==> config.mk <==
export PLATFORM = sky130hd
export DESIGN_NAME = if_stage
export DESIGN_NICKNAME = d
export VERILOG_FILES = /design/src/rtl/if_stage.sv
export SDC_FILE = /design/constraint.sdc
export NUM_CORES = 1
export LEC_CHECK = 0
export BUFFER_PORTS_ARGS = -buffer_cell sky130_fd_sc_hd__buf_4
export CAP_MARGIN = 10
export CORE_ASPECT_RATIO = 0.8
export CORE_MARGIN = 1
export CORE_UTILIZATION = 30
export CTS_BUF_LIST = sky130_fd_sc_hd__clkbuf_8 sky130_fd_sc_hd__clkbuf_16
export DETAILED_ROUTE_END_ITERATION = 7
export HOLD_SLACK_MARGIN = 0.1
export PLACE_DENSITY_LB_ADDON = 0.3
export SLEW_MARGIN = 25
export SYNTH_ARGS = -nofsm -noshare
export SYNTH_HDL_FRONTEND = slang
export SYNTH_SLANG_ARGS = --single-unit
==> constraint.sdc <==
create_clock -name clk -period 2.55 [get_ports clk]
set_clock_uncertainty 0.15 [all_clocks]
set_input_delay 0 -clock clk [delete_from_list [all_inputs] [get_ports clk]]
set_output_delay 0 -clock clk [all_outputs]
set_load 0.02 [all_outputs]
==> src/rtl/if_stage.sv <==
// Instruction fetch stage: owns the PC, presents it to instruction memory,
// and captures the returned word (or a fetch fault) into the IF/ID register.
//
// Handshake semantics: there is no valid/ready pair on this stage. stall is
// the downstream "not ready" signal (hold everything); flush and redirect_en
// kill the slot being written. id_valid marks a live slot. Per-edge priority
// is rst > redirect_en > flush > stall > normal fetch.
//
// Only one fetch fault may be in flight. After emitting a faulted slot the
// stage parks in FAULT_WAIT with the PC frozen, emitting bubbles until a
// redirect (trap vector) arrives.
module if_stage #(
  parameter logic [63:0] RESET_PC  = 64'h0000_0000_0000_0000,
  parameter logic [31:0] NOP_INSTR = 32'h0000_0013
) (
  input  logic        clk,
  input  logic        rst,
  input  logic        stall,
  input  logic        flush,
  input  logic        redirect_en,
  input  logic [63:0] redirect_pc,
  output logic [63:0] imem_addr,
  input  logic [31:0] imem_instr,
  input  logic        imem_exc_en,
  input  logic [3:0]  imem_exc_code,
  input  logic [63:0] imem_exc_val,
  output logic        id_valid,
  output logic [63:0] id_pc,
  output logic [63:0] id_pc_plus4,
  output logic [31:0] id_instr,
  output logic        id_exc_en,
  output logic [3:0]  id_exc_code,
  output logic [63:0] id_exc_val,
  output logic        fault_wait
);

  typedef enum logic {
    RUN        = 1'b0,
    FAULT_WAIT = 1'b1
  } state_t;

  state_t      state_q, state_d;
  logic [63:0] pc_q, pc_d;
  logic [63:0] pc_plus4;

  logic        id_valid_d;
  logic [63:0] id_pc_d;
  logic [63:0] id_pc_plus4_d;
  logic [31:0] id_instr_d;
  logic        id_exc_en_d;
  logic [3:0]  id_exc_code_d;
  logic [63:0] id_exc_val_d;

  logic        misaligned;
  logic        fault;
  logic [3:0]  fault_code;
  logic [63:0] fault_val;

  assign imem_addr  = pc_q;
  assign fault_wait = (state_q == FAULT_WAIT);
  assign pc_plus4   = pc_q + 64'd4;

  // Fetch fault detection on the current PC; misalignment outranks imem faults.
  always_comb begin
    misaligned = (pc_q[1:0] != 2'b00);
    fault      = misaligned | imem_exc_en;
    fault_code = 4'd0;
    fault_val  = 64'd0;
    if (misaligned) begin
      fault_code = 4'd0;
      fault_val  = pc_q;
    end else if (imem_exc_en) begin
      fault_code = imem_exc_code;
      fault_val  = imem_exc_val;
    end
  end

  // Next-state and next IF/ID contents; defaults hold every register.
  always_comb begin
    state_d       = state_q;
    pc_d          = pc_q;
    id_valid_d    = id_valid;
    id_pc_d       = id_pc;
    id_pc_plus4_d = id_pc_plus4;
    id_instr_d    = id_instr;
    id_exc_en_d   = id_exc_en;
    id_exc_code_d = id_exc_code;
    id_exc_val_d  = id_exc_val;

    if (redirect_en) begin
      // Target is taken unchecked; a misaligned target faults on the next fetch.
      pc_d        = redirect_pc;
      state_d     = RUN;
      id_valid_d  = 1'b0;
      id_instr_d  = NOP_INSTR;
      id_exc_en_d = 1'b0;
    end else if (flush) begin
      id_valid_d  = 1'b0;
      id_instr_d  = NOP_INSTR;
      id_exc_en_d = 1'b0;
    end else if (stall) begin
      // Hold everything, including a pending fault slot in FAULT_WAIT.
    end else begin
      case (state_q)
        RUN: begin
          id_valid_d    = 1'b1;
          id_pc_d       = pc_q;
          id_pc_plus4_d = pc_plus4;
          if (fault) begin
            id_instr_d    = NOP_INSTR;
            id_exc_en_d   = 1'b1;
            id_exc_code_d = fault_code;
            id_exc_val_d  = fault_val;
            state_d       = FAULT_WAIT;
          end else begin
            id_instr_d    = imem_instr;
            id_exc_en_d   = 1'b0;
            id_exc_code_d = 4'd0;
            id_exc_val_d  = 64'd0;
            pc_d          = pc_plus4;
          end
        end
        FAULT_WAIT: begin
          // Fault slot has been consumed; emit bubbles until redirected.
          id_valid_d  = 1'b0;
          id_instr_d  = NOP_INSTR;
          id_exc_en_d = 1'b0;
        end
        default: begin
          state_d = RUN;
        end
      endcase
    end
  end

  // PC, state and IF/ID register update with synchronous reset.
  always_ff @(posedge clk) begin
    if (rst) begin
      state_q     <= RUN;
      pc_q        <= RESET_PC;
      id_valid    <= 1'b0;
      id_pc       <= 64'd0;
      id_pc_plus4 <= 64'd4;
      id_instr    <= NOP_INSTR;
      id_exc_en   <= 1'b0;
      id_exc_code <= 4'd0;
      id_exc_val  <= 64'd0;
    end else begin
      state_q     <= state_d;
      pc_q        <= pc_d;
      id_valid    <= id_valid_d;
      id_pc       <= id_pc_d;
      id_pc_plus4 <= id_pc_plus4_d;
      id_instr    <= id_instr_d;
      id_exc_en   <= id_exc_en_d;
      id_exc_code <= id_exc_code_d;
      id_exc_val  <= id_exc_val_d;
    end
  end

endmodule

======== Word-level counts from Yosys, hierarchy flattened ========
Index checks and enable logic that the tools add are counted.
storage, ports and cells
  register bits after elaboration ......... 295
  bits in latches ......................... 0
  bits in writable memories ............... 0
  bits in read-only memories .............. 0
  input port bits ......................... 170
  output and inout port bits .............. 295
  word-level logic and storage cells ...... 42
  memories ................................ 0
operators by class
  add/sub/neg operators ................... 1
  multiply operators ...................... 0
  divide/modulo/power cells ............... 0
  $lt $le $gt $ge ......................... 0
  equality and inequality tests ........... 4
  shifts and indexed selects .............. 0
  multiplexer cells ....................... 17
  bitwise gates (word level) .............. 5
  reductions and logical operators ........ 6
operators by type and width
  operator                                               number
  2-to-1 mux 64 bit                                      8
  adder 64 x 3 -> 64 bit, second input constant          1
  case mux 32 bit (2 select lines)                       1
  2-to-1 mux 32 bit                                      1
  2-to-1 mux 4 bit                                       3
  AND reduction 4 bit                                    2
  inequality test 2 x 1 -> 1 bit, second input constant  2
  inequality test 2 bit, second input constant           2
  inverter 1 bit                                         4
  case mux 1 bit (2 select lines)                        2
  OR reduction 3 bit                                     1
  2-to-1 mux 1 bit                                       2
  AND reduction 2 bit                                    1
  nonzero test 2 bit                                     1
  OR reduction 2 bit                                     1
  OR 1 bit                                               1

======== Longest topological paths before layout ========
Gate-level depths: netlist of run 1.
  word-level depth ........................ 7
  depth in mapped cells ................... 8
  mapped depth without buffers ............ 6

======== Worst setup path after synthesis of run 1 ========
OpenSTA, ideal clock, no wires.
  kind .................................... register to register
  start point ............................. register pc_q[2] (netlist: imem_addr[2])
  end point ............................... register pc_q[62] (netlist: imem_addr[62])
  data arrival time ....................... 2453 ps
  path slack .............................. -116 ps
  cell stages (with the launch flop) ...... 7
  buffers on the path ..................... 0
  clock period less this slack ............ 2666 ps
  cells stage by stage .................... dfxtp_1 > ha_1 > nand3_1 > or3_1 > or4_1 > or4_1 > nand3_1
between the ends
  longest elaborated chain between the ends .. 6
ends and longest elaborated chain
  element                   line  RTL
  start: declaration        43    logic [63:0] pc_q, pc_d;
  start signal: assignment  150   pc_q <= pc_d;
  adder 64 x 3 -> 64 bit    61    assign pc_plus4 = pc_q + 64'd4;
  2-to-1 mux 64 bit         109   if (fault) begin
  2-to-1 mux 64 bit         104   case (state_q)
  2-to-1 mux 64 bit         101   end else if (stall) begin
  2-to-1 mux 64 bit         97    end else if (flush) begin
  2-to-1 mux 64 bit         90    if (redirect_en) begin
Every way passes these cells. The select of a mux whose other input is x is not followed.
A chain may end at the register's enable or synchronous reset.

======== Final worst setup path of run 1 ========
  start point ............................. register pc_q[34] (netlist: imem_addr[34])
  end point ............................... register pc_q[47] (netlist: imem_addr[47])
The elaborated chain is that of the path after synthesis.

==> results of run 1 <==
## timing repair
action | 4_1_cts | 5_1_grt
cloned | 0 | 1
pin swaps | 0 | 4
hold buffers | 281 | 0
gates resized for setup | 1 | 23
setup buffers | 0 | 1
hold endpoints to repair | 246 | 0
endpoints found under the setup margin | 1 | 43
## power by group through the flow
stage | clock network (mW) | registers [mW] | logic, mW
finish | 5.33 | 4.89 | 2.17
global placement | 0 | 4.97 | 1.77
detailed placement | 0 | 4.98 | 1.78
floorplan | 0 | 5.13 | 0.705
global route | 5.60 | 4.90 | 2.30
CTS | 5.41 | 4.88 | 2.13
## layout make-up
type                       instances  area [um^2]
fill                            4101        21960
timing repair buffer             896         7594
multi-input combinational       1266         7009
sequential                       293         5877
clock buffer                      44         1022
tap                              603        754.5
clock inverter                    16        183.9
inverter                          12        45.04
antenna                            5        12.51
## worst min-delay path, cell delays in order
cell	delay (ns)
dlygate4sd3_1	0.56
buf_4	0.11
mux2i_1	0.05
nor2_1	0.07
## per-stage QoR
stage | setup TNS [ns] | cells | utilization, % | area (um^2) | setup WS (ns)
final | 0 | 3135 | 50.60 | 22500 | 0.04656
after global routing | -0.03691 | 3131 | 50.58 | 22490 | -0.03691
after CTS | 0 | 3128 | 50.23 | 22330 | 0.001227
after detailed placement | -0.02003 | 2787 | 41.18 | 18310 | -0.02003
after global placement | -0.005863 | 2787 | 41.18 | 18310 | -0.005863
after floorplan | -0.01824 | 1765 | - | 13600 | -0.01824
## placed cells by master (no fill, tap or decap), drive strengths merged, types with 4 or more instances in the layout
cell type	Yosys	layout
clkinvlp	0	5
diode	0	5
nor2b	4	4
and4	12	12
o211ai	13	13
nand2	273	273
and3	11	11
nand4	42	42
dlygate4sd3	0	281
inv	12	19
o31ai	7	7
and2	14	14
mux2i	5	5
nor2	198	198
nand3b	4	4
o21ai	36	36
nor4	18	18
buf	34	614
or4	28	28
or3	36	36
a311oi	27	27
a22oi	32	32
o22ai	6	6
a31oi	29	29
nor3	21	21
a21oi	208	208
xor2	31	31
dfxtp	293	293
a211oi	50	50
clkbuf	160	45
bufinv	0	4
xnor2	23	23
nand3	105	105
## cells by family after synthesis
| family | count (synthesis) | synth area share [%] |
|---|---|---|
| fa+ha+maj | 1 | 0.09229 |
| flops | 293 | 43.27 |
| buf+inv | 206 | 6.083 |
| compound gates | 432 | 19.60 |
| mux | 5 | 0.3692 |
| xor+xnor | 54 | 3.489 |
| simple gates | 774 | 27.10 |
## worst min-delay path by stage
stage,to,cells after the start,slack [ns],startpoint
floorplan,id_instr[0]$_SDFFE_PP1N_,2,-0.03,flush
global placement,id_instr[0]$_SDFFE_PP1N_,3,0.07,imem_instr[0]
detailed placement,id_instr[1]$_SDFFE_PP1N_,3,0.09,imem_instr[1]
CTS,imem_addr[5]$_SDFFE_PP0P_,4,0.13,redirect_pc[5]
global route,imem_addr[5]$_SDFFE_PP0P_,4,0.16,redirect_pc[5]
finish,imem_addr[6]$_SDFFE_PP0P_,4,0.16,redirect_pc[6]
## sequential cells by signal, indices dropped and copies added, names as in the netlist
name         count
imem_addr       64
id_pc_plus4     62
fault_wait       1
id_pc           64
id_exc_code      4
id_instr        32
id_valid         1
id_exc_val      64
id_exc_en        1
## per-layer routing
metal	vias up	share of wire (%)	global-route usage [%]
li1	7732	-	-
met2	764	46	45.21
met3	123	7.9	5.706
met4	0	3.0	8.555
met5	-	0	0
met1	7967	43	36.05
==> reports/metrics.yaml, run 1 <==
synth:
  ys_seq_area_share_pct: 43.27
  synth.area.top_cells: "dfxtp_1 43%, a21oi_1 7.7%, nand2_1 7.6%"
  synth_ff_type: "dfxtp_1"
  yosysMostFrequentCell: "dfxtp_1"
  syn_area_um2: 13560
  ys_ff_latch: 293
  synth_top_area_share_pct: 43.27
  synth_edf_count: 0
  synth_nets: 1936
  synth_cell_types: 61
  yosys.area.top_type: "dfxtp_1"
  syn_avg_cell_area_um2: 7.680
  postSynth.asyncResetShare_pct: 0
  ys_warn_count: 0
  synth_common_cells: "293 x dfxtp_1, 273 x nand2_1, 208 x a21oi_1"
  syn-instance-count: 1765
critical_path:
  critPathMaxFanout: 4
  cpPeakStageDelay_ns: 0.57
  worstSetupEndpoint: "imem_addr[47]$_SDFFE_PP0P_"
  worstSetupPathDepth: 8
  worstRegToRegCells: 8
  cp_cell_sequence: "nand3_1 -> nor4_4 -> buf_4 -> nand2_1 -> buf_4 -> a22oi_1 -> dlygate4sd3_1 -> a31oi_1"
  slowest_stage: "dlygate4sd3_1"
  ff2ff_setup_slack_ns: 0.05
  required_ns: 2.79
  timing.rr.start: "imem_addr[34]$_SDFFE_PP0P_"
  worstPathArrival_ns: 2.74
  crit_type: "reg -> reg"
  cp_common_cell: "buf_4"
  r2r-end: "imem_addr[47]$_SDFFE_PP0P_"
  critPathCaptureType: "flop"
  worst_setup_path_start_kind: "flop"
  critPathBufInv: 3
  critical-path-top-delay-family: "buffers and inverters"
  crit_start: "imem_addr[34]$_SDFFE_PP0P_"
floorplanning:
  initial_core_util_pct: 30.49
  die_area_um2: 46040
  die-height_um: 192.1
  die_w_um: 239.7
  boundaryPins: 465
  coreArea_um2: 44460
  num_rows: 69
cells_and_area:
  drive_above_1_share_pct: 28.10
  layout.nets: 2676
  area_growth_pct: 65.97
sta:
  hold_viol_final: 0
  fin_hold_ws_ns: 0.1550
  timing.final.crit_share_pct: 98.17
  finalSetupViolCount: 0
  fin_crit_ns: 2.503
  max_freq_mhz: 399.5
  tightest_slew_ns: 0.6854
  final_max_slew_viol_count: 0
  relSlewSlack_pct: 54.31
clock_network:
  numCtsBuffers: 36
  h-tree-depth: 2
  clk_latency_ns: 0.53
  tritoncts: "yes"
  cts.sinks: 293
  cts-root-buf: "clkbuf_16"
  cts_buffer_depth: 3
  clk_pin_slew_ns: 0.06
global_routing:
  gr-total-overflow: 0
  antenna_found_initial: 1
  grt_pass1_vias: 15865
  grt_usage_pct: 27.54
  grt_pass1_wl_um: 97170
  grt_max_degree: 200
routing:
  detail_route.vias_per_cell: 5.291
  wire_per_inst_um: 21.40
  wirelength_um: 67080
  drt_pass1_iterations: 5
  vias: 16586
  drc: 0
  ant_nets: 0
  drtIter0Drc: 1469
power_and_ir_drop:
  power_frac_comb_pct: 17.5
  total_power_mw: 12.39
  p_seq_share_pct: 39.5
  clkPwrFrac_pct: 43.0
  vdd_drop_max_v: 0.0003692
  pwr_density_cell_nw_per_um2: 550.7
  p_leak_nw: 8.867
  p_sw_mw: 3.421
  p_sw_share_pct: 27.61
  internal_power_mw: 8.968
placement:
  hpwlAfterDp_um: 45270
  gp_congestion: 0.9252
  io_buffer_count: 464
flow_run:
  maxCapViolCount: 0
min_path:
  hold_class: "in -> reg"
status:
  status: "finished, final reports clean"
No activity file was read; power rests on OpenSTA's default activity.
==> run 2, diff against run 1 <==
--- a/config.mk
+++ b/config.mk
@@ -5,7 +5,7 @@
 export SDC_FILE = /design/constraint.sdc
 export NUM_CORES = 1
 export LEC_CHECK = 0
-export BUFFER_PORTS_ARGS = -buffer_cell sky130_fd_sc_hd__buf_4
+export BUFFER_PORTS_ARGS = -buffer_cell sky130_fd_sc_hd__clkbuf_2
 export CAP_MARGIN = 10
 export CORE_ASPECT_RATIO = 0.8
 export CORE_MARGIN = 1
==> constraint.sdc (replaced) <==
create_clock -name clk -period 2.2 [get_ports clk]
set_clock_uncertainty 0.15 [all_clocks]
set_input_delay 0 -clock clk [delete_from_list [all_inputs] [get_ports clk]]
set_output_delay 0 -clock clk [all_outputs]
set_load 0.02 [all_outputs]
==> run 2 against run 1 <==
  * Wire length rose by 3.2%
  * Via count is 3.0% higher
  * Combinational power is 19% higher
  * The run now ends with setup timing left
  * Register-to-register slack lost 0.18 ns
  * Largest power group unchanged
  * Cell count increased by 2.9%
  * Largest cell class is now multi-input combinational cells
==> reports/metrics.yaml, run 2 (synthesis gave the netlist of run 1 again) <==
status:
  violations: "setup timing"
  status: "finished with violations"  # was finished, final reports clean
sta:
  final.setup.worst_slack_ns: -0.1363  # was 0.04656 ns
  max_freq_mhz: 428.0  # was 399.5 MHz
  final_max_slew_viol_count: 0  # unchanged
  relSlewSlack_pct: 33.73  # was 54.31%
  rsz0062_at_grt: "true"
  tns_ns: -1.998  # was 0 ns
  hold_viol_final: 0  # unchanged
  fin_crit_ns: 2.336  # was 2.503 ns
  finalSetupViolCount: 29  # was 0
  fin_hold_ws_ns: 0.1240  # was 0.1550 ns
  timing.final.crit_share_pct: 106.2  # was 98.17%
  tightest_slew_ns: 0.9941  # was 0.6854 ns
placement:
  io_buffer_count: 464  # unchanged
  pre_cts_slack_ns: -0.3010  # was -0.02003 ns
  place_area_um2: 17910  # was 18310 um^2
  dp_cells: 2865  # was 2787
  hpwlAfterDp_um: 45850  # was 45270 um
  gp_congestion: 0.9327  # was 0.9252
critical_path:
  critPathCaptureType: "flop"  # unchanged
  crit_start: "imem_addr[16]$_SDFFE_PP0P_"  # was imem_addr[34]$_SDFFE_PP0P_
  worst_setup_path_start_kind: "flop"  # unchanged
  ff2ff_setup_slack_ns: -0.14  # was 0.05 ns
  crit_type: "reg -> reg"  # unchanged
  critPathMaxFanout: 7  # was 4
  r2r-end: "id_pc_plus4[55]$_SDFFE_PP0P_"  # was imem_addr[47]$_SDFFE_PP0P_
  worstRegToRegCells: 7  # was 8
  worstPathArrival_ns: 2.64  # was 2.74 ns
  worstSetupEndpoint: "id_pc_plus4[55]$_SDFFE_PP0P_"  # was imem_addr[47]$_SDFFE_PP0P_
  required_ns: 2.50  # was 2.79 ns
  timing.rr.start: "imem_addr[16]$_SDFFE_PP0P_"  # was imem_addr[34]$_SDFFE_PP0P_
power_and_ir_drop:
  p_sw_share_pct: 28.79  # was 27.61%
  internal_power_mw: 10.18  # was 8.968 mW
  power_frac_comb_pct: 18.0  # was 17.5%
  clkPwrFrac_pct: 42.4  # was 43.0%
  vdd_drop_max_v: 0.0005168  # was 0.0003692 V
  total_power_mw: 14.30  # was 12.39 mW
  pwr_density_cell_nw_per_um2: 620.9  # was 550.7 nW/um^2
  p_sw_mw: 4.116  # was 3.421 mW
  p_leak_nw: 9.458  # was 8.867 nW
  p_seq_share_pct: 39.6  # was 39.5%
routing:
  wire_per_inst_um: 21.45  # was 21.40 um
  detail_route.vias_per_cell: 5.294  # was 5.291
  drt_pass1_iterations: 5  # unchanged
  wirelength_um: 69220  # was 67080 um
  drtIter0Drc: 1368  # was 1469
  vias: 17085  # was 16586
  drc: 0  # unchanged
  ant_nets: 0  # unchanged
cells_and_area:
  area_growth_pct: 69.85  # was 65.97%
  layout_commonest_cell: "clkbuf_2"  # was buf_4
  layout_common_cells: "462 x clkbuf_2, 266 x nand2_1, 248 x dfxtp_1"  # was 599 x buf_4, 284 x dfxtp_1, 281 x dlygate4sd3_1
  drive_above_1_share_pct: 38.12  # was 28.10%
  design_area_um2: 23020  # was 22500 um^2
  utilization_pct: 51.79  # was 50.60%
  layout.nets: 2767  # was 2676
  final_cells: 3227  # was 3135
floorplanning:
  boundaryPins: 465  # unchanged
  initial_core_util_pct: 30.49  # unchanged
  die_w_um: 239.7  # unchanged
  num_rows: 69  # unchanged
  die-height_um: 192.1  # unchanged
  die_area_um2: 46040  # unchanged
  coreArea_um2: 44460  # unchanged
global_routing:
  grt_pass1_vias: 16489  # was 15865
  grt_usage_pct: 28.23  # was 27.54%
  antenna_found_initial: 2  # was 1
  grt_max_degree: 105  # was 200
  gr-total-overflow: 0  # unchanged
  grt_pass1_wl_um: 99170  # was 97170 um
clock_network:
  h-tree-depth: 2  # unchanged
  clk_pin_slew_ns: 0.07  # was 0.06 ns
  numCtsBuffers: 35  # was 36
  cts.sinks: 293  # unchanged
  clk_latency_ns: 0.56  # was 0.53 ns
  cts-root-buf: "clkbuf_16"  # unchanged
  tritoncts: "yes"  # unchanged
  cts_buffer_depth: 3  # unchanged
min_path:
  hold_class: "in -> reg"  # unchanged
flow_run:
  maxCapViolCount: 0  # unchanged
run 2: timing repair:
action	4_1_cts	5_1_grt
hold buffers	284	0
endpoints found under the hold margin	287	0
setup buffers	21	30
pin swaps	42	75
gates cloned	2	7
resized for setup	70	130
setup endpoints to repair	62	120
run 2: per-layer routing:
layer | up-vias | GRT usage, % | wire length, um
li1 | 7902 | - | -
met5 | - | 0 | 10
met1 | 8201 | 37.04 | 29970
met2 | 825 | 45.25 | 31480
met4 | 2 | 11.07 | 2388
met3 | 155 | 5.749 | 5381
run 2: final cells by class:
class	count	area, um^2
diodes	3	7.507
clock buffers	48	1089
clock inverters	14	100.1
fillers	4137	21440
inverters	12	45.04
multi-input cells	1266	7680
flip-flops and latches	293	5977
well taps	603	754.5
repair buffers	988	7372
run 2: power by group through the flow:
stage	Sequential [mW]	Combinational [mW]	Clock, mW
after floorplan	5.95	0.848	0
after global placement	5.76	1.94	0
after detailed placement	5.77	1.96	0
after CTS	5.66	2.40	6.15
after global routing	5.68	2.74	6.40
final	5.66	2.58	6.06
run 2: how the worst min path moves through the flow:
| stage | from | slack [ns] | end | depth (start not counted) |
|---|---|---|---|---|
| final | redirect_pc[48] | 0.12 | imem_addr[48]$_SDFFE_PP0P_ | 4 |
| after global routing | redirect_pc[48] | 0.13 | imem_addr[48]$_SDFFE_PP0P_ | 4 |
| after floorplan | flush | -0.03 | id_instr[0]$_SDFFE_PP1N_ | 2 |
| after CTS | imem_exc_code[0] | 0.10 | id_exc_code[0]$_SDFFE_PP0P_ | 4 |
| after global placement | imem_instr[0] | 0.07 | id_instr[0]$_SDFFE_PP1N_ | 3 |
| after detailed placement | imem_instr[4] | 0.08 | id_instr[4]$_SDFFE_PP1N_ | 3 |
run 2: critical path: stages, from the launching register on:
cell and delay (ns):
dfxtp_4 0.35, nand4_1 0.22, nor4_4 0.33, buf_12 0.18, nand3_4 0.15, buf_4 0.18
or4_4 0.42, a311oi_2 0.23
==> run 3, diff against run 2 <==
--- a/config.mk
+++ b/config.mk
@@ -14,6 +14,7 @@
 export DETAILED_ROUTE_END_ITERATION = 7
 export HOLD_SLACK_MARGIN = 0.1
 export PLACE_DENSITY_LB_ADDON = 0.3
+export SETUP_SLACK_MARGIN = 0.5
 export SLEW_MARGIN = 25
 export SYNTH_ARGS = -nofsm -noshare
 export SYNTH_HDL_FRONTEND = slang
==> run 3 against run 2 <==
  * The flow still finishes with violations (setup timing)
  * Flip-flop and latch count unchanged
  * Fmax shrank 1.7%
  * Largest power group is now sequential cells
  * Combinational power increased by 3%
  * Total power shrank 2.4%
  * Sequential share of layout area decreased by 0.58 points
==> reports/metrics.yaml, run 3 (synthesis gave the netlist of run 1 again) <==
status:
  status: "finished with violations"  # unchanged
  violations: "setup timing"  # unchanged
routing:
  detail_route.vias_per_cell: 5.371  # was 5.294
  wirelength_um: 71610  # was 69220 um
  drt_pass1_iterations: 7  # was 5
  vias: 17016  # was 17085
  drc: 0  # unchanged
  ant_nets: 0  # unchanged
  wire_per_inst_um: 22.60  # was 21.45 um
  drtIter0Drc: 1428  # was 1368
global_routing:
  grt_pass1_vias: 16225  # was 16489
  grt_pass1_wl_um: 99420  # was 99170 um
  grt_max_degree: 102  # was 105
  grt_usage_pct: 28.25  # was 28.23%
  gr-total-overflow: 0  # unchanged
  antenna_found_initial: 1  # was 2
sta:
  fin_crit_ns: 2.377  # was 2.336 ns
  relSlewSlack_pct: 45.32  # was 33.73%
  max_freq_mhz: 420.6  # was 428.0 MHz
  final.setup.worst_slack_ns: -0.1774  # was -0.1363 ns
  rsz0062_at_grt: "true"  # unchanged
  hold_viol_final: 0  # unchanged
  finalSetupViolCount: 39  # was 29
  tightest_slew_ns: 0.8202  # was 0.9941 ns
  final_max_slew_viol_count: 0  # unchanged
  timing.final.crit_share_pct: 108.1  # was 106.2%
floorplanning:
  initial_core_util_pct: 30.49  # unchanged
  die_w_um: 239.7  # unchanged
  die_area_um2: 46040  # unchanged
  num_rows: 69  # unchanged
  coreArea_um2: 44460  # unchanged
  die-height_um: 192.1  # unchanged
  boundaryPins: 465  # unchanged
critical_path:
  crit_type: "reg -> reg"  # unchanged
  cpPeakStageDelay_ns: 0.50  # was 0.42 ns
  critical-path-top-delay-family: "simple AND/OR/NAND/NOR gates"  # unchanged
  slowest_stage: "or4_1"  # was or4_4
  ff2ff_setup_slack_ns: -0.18  # was -0.14 ns
  worst_setup_path_start_kind: "flop"  # unchanged
  worstPathArrival_ns: 2.66  # was 2.64 ns
  cp_cell_sequence: "buf_4 -> nand4_1 -> buf_4 -> nor4_4 -> buf_6 -> buf_12 -> nand4_4 -> or4_1 -> a311oi_1"  # was nand4_1 -> nor4_4 -> buf_12 -> nand3_4 -> buf_4 -> or4_4 -> a311oi_2
  critPathCaptureType: "flop"  # unchanged
  critPathMaxFanout: 6  # was 7
  critPathBufInv: 4  # was 2
  required_ns: 2.48  # was 2.50 ns
  cp_common_cell: "buf_4"
cells_and_area:
  drive_above_1_share_pct: 44.19  # was 38.12%
  fillerInstances: 4055  # was 4137
  area_growth_pct: 75.05  # was 69.85%
  utilization_pct: 53.37  # was 51.79%
  layout.nets: 2709  # was 2767
  layout_common_cells: "463 x clkbuf_2, 243 x nand2_1, 242 x dfxtp_1"  # was 462 x clkbuf_2, 266 x nand2_1, 248 x dfxtp_1
  layout_commonest_cell: "clkbuf_2"  # unchanged
clock_network:
  clk_latency_ns: 0.53  # was 0.56 ns
  cts-root-buf: "clkbuf_16"  # unchanged
  cts.sinks: 293  # unchanged
  tritoncts: "yes"  # unchanged
  h-tree-depth: 2  # unchanged
  cts_buffer_depth: 3  # unchanged
  clk_pin_slew_ns: 0.06  # was 0.07 ns
  numCtsBuffers: 35  # unchanged
placement:
  io_buffer_count: 464  # unchanged
  gp_congestion: 0.9230  # was 0.9327
  hpwlAfterDp_um: 45800  # was 45850 um
  pre_cts_slack_ns: -0.1891  # was -0.3010 ns
power_and_ir_drop:
  vdd_drop_max_v: 0.0004943  # was 0.0005168 V
  p_leak_nw: 9.647  # was 9.458 nW
  pwr_density_cell_nw_per_um2: 588.2  # was 620.9 nW/um^2
flow_run:
  maxCapViolCount: 0  # unchanged
min_path:
  hold_class: "in -> reg"  # unchanged
[run 3: report_power, final]
group	internal [mW]	switching, mW	total [mW]
Combinational	1.11	1.55	2.66
Clock	3.21	2.41	5.62
Sequential	5.49	0.188	5.67
[run 3: layout make-up]
class	count	area [um^2]	area share, %
antenna	1	2.502	0.01055
clock buffer	42	994.7	4.192
clock inverter	21	96.34	0.4060
inverter	12	45.04	0.1898
multi-input combinational	1268	8623	36.34
sequential	293	6022	25.38
tap	603	754.5	3.180
timing repair buffer	928	7191	30.30
[run 3: timing repair]
action / CTS / global route
resized for setup: 180 / 145
buffers inserted: 18 / 22
gates cloned: 6 / 19
hold buffers: 193 / 1
pin swaps: 66 / 78
setup endpoints to repair: 285 / 287
endpoints found under the hold margin: 215 / 23
[run 3: worst reg2reg max path: cells and delay by family, from the launching register on]
family / cells / cell delay (ns)
simple gates: 4 / 0.87
compound gates: 1 / 0.27
flops: 1 / 0.36
buf+inv: 4 / 0.63
[run 3: final timing paths]
path,start,end,cells past startpoint
setup / recovery,imem_addr[2]$_SDFFE_PP0P_,imem_addr[53]$_SDFFE_PP0P_,9
setup reg to reg,imem_addr[2]$_SDFFE_PP0P_,imem_addr[53]$_SDFFE_PP0P_,9
hold / removal,redirect_en,imem_addr[60]$_SDFFE_PP0P_,6
hold reg to reg,id_pc[46]$_SDFFE_PP0P_,id_pc[46]$_SDFFE_PP0P_,2
[run 3: through the flow]
step           power (mW)  hold WS [ns]  setup TNS (ns)  area [um^2]  instances
5_1_grt             14.41      0.005222          -8.684        23730       3168
6_report            13.96      0.005705          -3.018        23730       3168
3_5_place_dp        7.737       0.07992          -3.787        18220       2845
4_1_cts             13.76      -0.04109          -1.678        22360       3125
3_3_place_gp        7.717       0.07514          -2.051        18220       2845
2_1_floorplan       6.926      -0.03021          -2.953        14920       1765
[run 3: layer usage]
metal	up-vias	global-route usage [%]	wire length, um
li1	7800	-	-
met1	8226	39.04	31330
met2	840	43.13	31780
met3	150	6.568	6356
met4	0	8.999	2147
met5	-	0	0
